[config.mk]
export PLATFORM = sky130hd
export DESIGN_NAME = shift_load_ctrl
export DESIGN_NICKNAME = d
export VERILOG_FILES = /design/src/rtl/shift_load_ctrl.sv
export SDC_FILE = /design/constraint.sdc
export NUM_CORES = 1
export LEC_CHECK = 0
export ABC_AREA = 1
export CAP_MARGIN = 20
export CORE_MARGIN = 10
export CORE_UTILIZATION = 30
export CTS_BUF_LIST = sky130_fd_sc_hd__clkbuf_8
export DETAILED_ROUTE_END_ITERATION = 12
export PLACE_DENSITY = 0.59
export SLEW_MARGIN = 15
export SYNTH_ARGS = -nofsm -noshare
export SYNTH_HDL_FRONTEND = slang
export SYNTH_SLANG_ARGS = --single-unit
[constraint.sdc]
create_clock -name i_clk -period 1.83 [get_ports i_clk]
set_clock_uncertainty 0.05 [all_clocks]
set_input_delay 0.183 -clock i_clk [delete_from_list [all_inputs] [get_ports i_clk]]
set_output_delay 0.183 -clock i_clk [all_outputs]
set_load 0.05 [all_outputs]
[src/rtl/shift_load_ctrl.sv]
// Serial-load sequencer for the sfr chain: accepts a word over valid/ready, streams
// it one bit per DIV-cycle shift period, then pulses a one-cycle latch strobe.
module shift_load_ctrl #(
  parameter int WIDTH     = 4,
  parameter int DIV       = 1,
  parameter bit MSB_FIRST = 1'b1
) (
  input  logic             i_clk,
  input  logic             i_rst_n,
  input  logic             i_valid,
  input  logic [WIDTH-1:0] i_data,
  input  logic             i_abort,
  output logic             o_ready,
  output logic             o_sd,
  output logic             o_shift_en,
  output logic             o_latch,
  output logic             o_busy
);

  localparam int BW = $clog2(WIDTH + 1);
  localparam int DW = $clog2(DIV + 1);
  localparam logic [BW-1:0] BIT_LAST = BW'(WIDTH - 1);
  localparam logic [DW-1:0] DIV_LAST = DW'(DIV - 1);

  typedef enum logic [1:0] {S_IDLE, S_SHIFT, S_LATCH} state_e;

  state_e           state_q, state_d;
  logic [WIDTH-1:0] shadow_q, shadow_d;
  logic [BW-1:0]    bit_cnt_q, bit_cnt_d;
  logic [DW-1:0]    div_cnt_q, div_cnt_d;
  logic             ready_q, ready_d;
  logic             sd_q, sd_d;
  logic             shen_q, shen_d;
  logic             latch_q, latch_d;
  logic             busy_q, busy_d;

  logic             first_bit, next_bit;
  logic [WIDTH-1:0] data_adv, shadow_adv;

  // The shadow register is pre-advanced so its outgoing end always holds the next bit.
  always_comb begin
    first_bit  = MSB_FIRST ? i_data[WIDTH-1] : i_data[0];
    next_bit   = MSB_FIRST ? shadow_q[WIDTH-1] : shadow_q[0];
    data_adv   = MSB_FIRST ? (i_data << 1) : (i_data >> 1);
    shadow_adv = MSB_FIRST ? (shadow_q << 1) : (shadow_q >> 1);
  end

  always_comb begin
    state_d   = state_q;
    shadow_d  = shadow_q;
    bit_cnt_d = bit_cnt_q;
    div_cnt_d = div_cnt_q;
    ready_d   = ready_q;
    sd_d      = sd_q;
    shen_d    = 1'b0;
    latch_d   = 1'b0;
    busy_d    = busy_q;
    unique case (state_q)
      S_IDLE: begin
        ready_d = 1'b1;
        busy_d  = 1'b0;
        sd_d    = 1'b0;
        if (i_valid && ready_q) begin
          state_d   = S_SHIFT;
          shadow_d  = data_adv;
          bit_cnt_d = '0;
          div_cnt_d = '0;
          ready_d   = 1'b0;
          busy_d    = 1'b1;
          sd_d      = first_bit;
          shen_d    = (DIV_LAST == '0);
        end
      end
      S_SHIFT: begin
        if (i_abort) begin
          state_d   = S_IDLE;
          bit_cnt_d = '0;
          div_cnt_d = '0;
          ready_d   = 1'b1;
          busy_d    = 1'b0;
          sd_d      = 1'b0;
        end else if (div_cnt_q == DIV_LAST) begin
          bit_cnt_d = bit_cnt_q + 1'b1;
          div_cnt_d = '0;
          if (bit_cnt_q == BIT_LAST) begin
            state_d = S_LATCH;
            sd_d    = 1'b0;
            latch_d = 1'b1;
          end else begin
            sd_d     = next_bit;
            shadow_d = shadow_adv;
            shen_d   = (DIV_LAST == '0);
          end
        end else begin
          div_cnt_d = div_cnt_q + 1'b1;
          shen_d    = ((div_cnt_q + 1'b1) == DIV_LAST);
        end
      end
      S_LATCH: begin
        state_d   = S_IDLE;
        bit_cnt_d = '0;
        ready_d   = 1'b1;
        busy_d    = 1'b0;
        sd_d      = 1'b0;
      end
      default: begin
        state_d = S_IDLE;
        ready_d = 1'b0;
        busy_d  = 1'b0;
        sd_d    = 1'b0;
      end
    endcase
  end

  always_ff @(posedge i_clk or negedge i_rst_n) begin
    if (!i_rst_n) begin
      state_q   <= S_IDLE;
      shadow_q  <= '0;
      bit_cnt_q <= '0;
      div_cnt_q <= '0;
      ready_q   <= 1'b0;
      sd_q      <= 1'b0;
      shen_q    <= 1'b0;
      latch_q   <= 1'b0;
      busy_q    <= 1'b0;
    end else begin
      state_q   <= state_d;
      shadow_q  <= shadow_d;
      bit_cnt_q <= bit_cnt_d;
      div_cnt_q <= div_cnt_d;
      ready_q   <= ready_d;
      sd_q      <= sd_d;
      shen_q    <= shen_d;
      latch_q   <= latch_d;
      busy_q    <= busy_d;
    end
  end

  assign o_ready    = ready_q;
  assign o_sd       = sd_q;
  assign o_shift_en = shen_q;
  assign o_latch    = latch_q;
  assign o_busy     = busy_q;

endmodule

==> run metrics <==
CP peak stage delay 0.82 ns; Max VDD drop a little over 0.0008 V; GRT Overall Usage under 10%; CP Cell Sequence clkdlybuf4s50_1; initial antenna violation count 0; post-synth top area cell dfrtp_1; CTS Sinks 13; switch share 46.3%; actual slew at the worst max-slew pin between 0.5 and 0.6 ns; CP delay by family, top buffers and inverters; TritonCTS buffer count 3; Worst Path Required between 1.5 and 2 ns; Sequential Power Share 30.1%; crit path DAT roughly 1.4 ns; WL final 1340 um; DRT iter0 DRCs 5; root buffer cell clkbuf_8; min cycle time layout approximately 1.7 ns; vias in the first global route around 580; top cell type's share of synthesized area a little under half; Initial Utilization approximately a third; synth warn 0; overall die width about 70 um; CTS hold repair buffers 0; TNS Setup 0 ns; drt wl/cell between 10 and 15 um; Buffers & Inverters on Critical Path 1; internal power 0.813 mW; Post-CTS Resized 0; status completed; die height 68.4 um; RSZ-0062 raised after global routing no; HPWL after detailed placement between 1000 and 1500 um; Final Total Pwr between 1.5 and 2 mW; design area around 890 um2; Post-Syn Nets 97; largest net degree at the start of global routing 14; fraction of layout cells with a size suffix above 1 between 10% and 20%; largest cells by area after synthesis dfrtp_1 46%, nand2_1 17%, ha_1 8.9%; Syn Area/Cell between 8 and 9 um2; Min-Delay Path Class in -> async; drt pass-1 iters 3; number of remaining DRC errors 0; vias per cell ~4.3; synth unique cells 18; Reg2Reg Setup Slack 0.40 ns; Yosys reg bits 13; Skew-Pair Late Insertion Delay 0.24 ns; Max Buffers Root-to-Sink 2; clock group share of total power about 17%; mapped cell area around 700 um2; CTS tree built; core box area 0.00221 mm2; # diodes 0; Placed Cells 123; Synth-to-Final Area Change 26.9%; portion of total power attributed to combinational logic a little over half; worst reg2reg startpoint state_q[1]; Post-Layout Cell Count 127; nets 113; static leakage 0.445 nW; Max Slew Vio Count 0; Final GP Congestion about 0.83; sequential share of the synthesized area between 40% and 50%; first-pass GRT wire length ~2400 um; CTS clk-pin slew, worst paths 0.05 ns; Crit Path Max Fanout 3; RR Endpoint o_ready; Gate Count Post-Synth 84; crit end category output pin; Setup CP Type reg -> out; post-route ant nets 0; Net Sw Power around 0.70 mW; Post-CTS Setup Repair Bufs 0; GR Overflow Total 0; # port buffers 12; period utilisation layout around nine tenths; fmax around 600 MHz; Register-to-Register Path Depth 7; DR vias between 500 and 600; Cell Rows 17; die area about 0.0047 mm2; critical path launch point type flop; Max H-tree Level 1; Power Density ~1700 mW/mm2; Area after DPL between 800 and 900 um2; slew margin rel. about three fifths; final hold violation count 0; max_cap viols 0; Final setup viols 0; Ports 13; critical path's slowest cell clkdlybuf4s50_1
==> registers in the layout (all words and copies together), names as in the netlist <==
name / count
o_latch: 1
o_busy: 1
state_q: 2
o_shift_en: 1
o_sd: 1
bit_cnt_q: 3
o_ready: 1
shadow_q: 3
==> cell type report <==
class	count	area, um2
clock buffer	3	41.3
clock inverter	1	3.75
fill	235	1320
inverter	9	38.8
multi-input combinational	61	328
sequential	13	325
tap	28	35.0
timing repair buffer	12	120
==> cells in the mapped netlist, drive strengths merged <==
cell type and instances:
nand2 37, dfrtp 13, inv 9, o21ai 7
nor2 6, ha 5, nand3 4, a21oi 1
buf 1, nand4 1
==> how the worst max path moves through the flow <==
stage	depth (start not counted)	end	slack (ns)	startpoint
6_report	1	o_ready	0.16	o_ready
5_1_grt	1	o_ready	0.12	o_ready
4_1_cts	1	o_ready	0.14	o_ready
3_5_place_dp	7	o_ready	0.38	state_q[1]
3_3_place_gp	1	o_ready	0.40	o_ready
2_1_floorplan	5	shadow_q[1]	0.55	o_ready
==> cell usage in the layout, fill, tap and decap left out <==
cell and count:
nand2_1 32, dfrtp_1 13, clkdlybuf4s50_1 12, inv_1 7, o21ai_1 6, ha_1 5, nor2_1 4, nand2_2 3
nand3_1 3, clkbuf_8 3, inv_2 2, nand2_4 2, nor2_2 1, inv_6 1, nor2_4 1, o21ai_0 1
nand3_2 1, nand4_1 1, a21oi_1 1
==> power by group through the flow <==
stage	Sequential [mW]	Clock (mW)	Combinational, mW
6_report	0.456	0.251	0.806
5_1_grt	0.469	0.268	0.910
4_1_cts	0.458	0.256	0.817
3_5_place_dp	0.462	0	0.814
3_3_place_gp	0.462	0	0.814
2_1_floorplan	0.583	0	0.515
==> cells by family after synthesis <==
family,after synthesis,share of synthesized area [%]
flip-flops,13,46.3
AO/OA/AOI/OAI,8,5.69
AND/OR/NAND/NOR,48,32.0
buffers and inverters,10,7.12
adder cells (fa/ha/maj),5,8.90
==> routing by layer <==
metal  vias up  GRT usage, %  share of wire, %
met5         -             0                 0
met4         0          3.02               1.3
met3         2          1.96               2.3
met2         7          11.5                48
met1       247          7.98                49
li1        291             -                 -
==> stage by stage <==
step / hold WS [ns] / util (%) / worst slack (ns)
after detailed placement: 0.410 / 38.3 / 0.380
after global placement: 0.413 / 38.3 / 0.401
after CTS: 0.294 / 40.3 / 0.143
after floorplan: -0.163 / - / 0.555
final: 0.264 / 40.3 / 0.158
after global routing: 0.320 / 40.3 / 0.118
(Power assumes the default switching activity.)
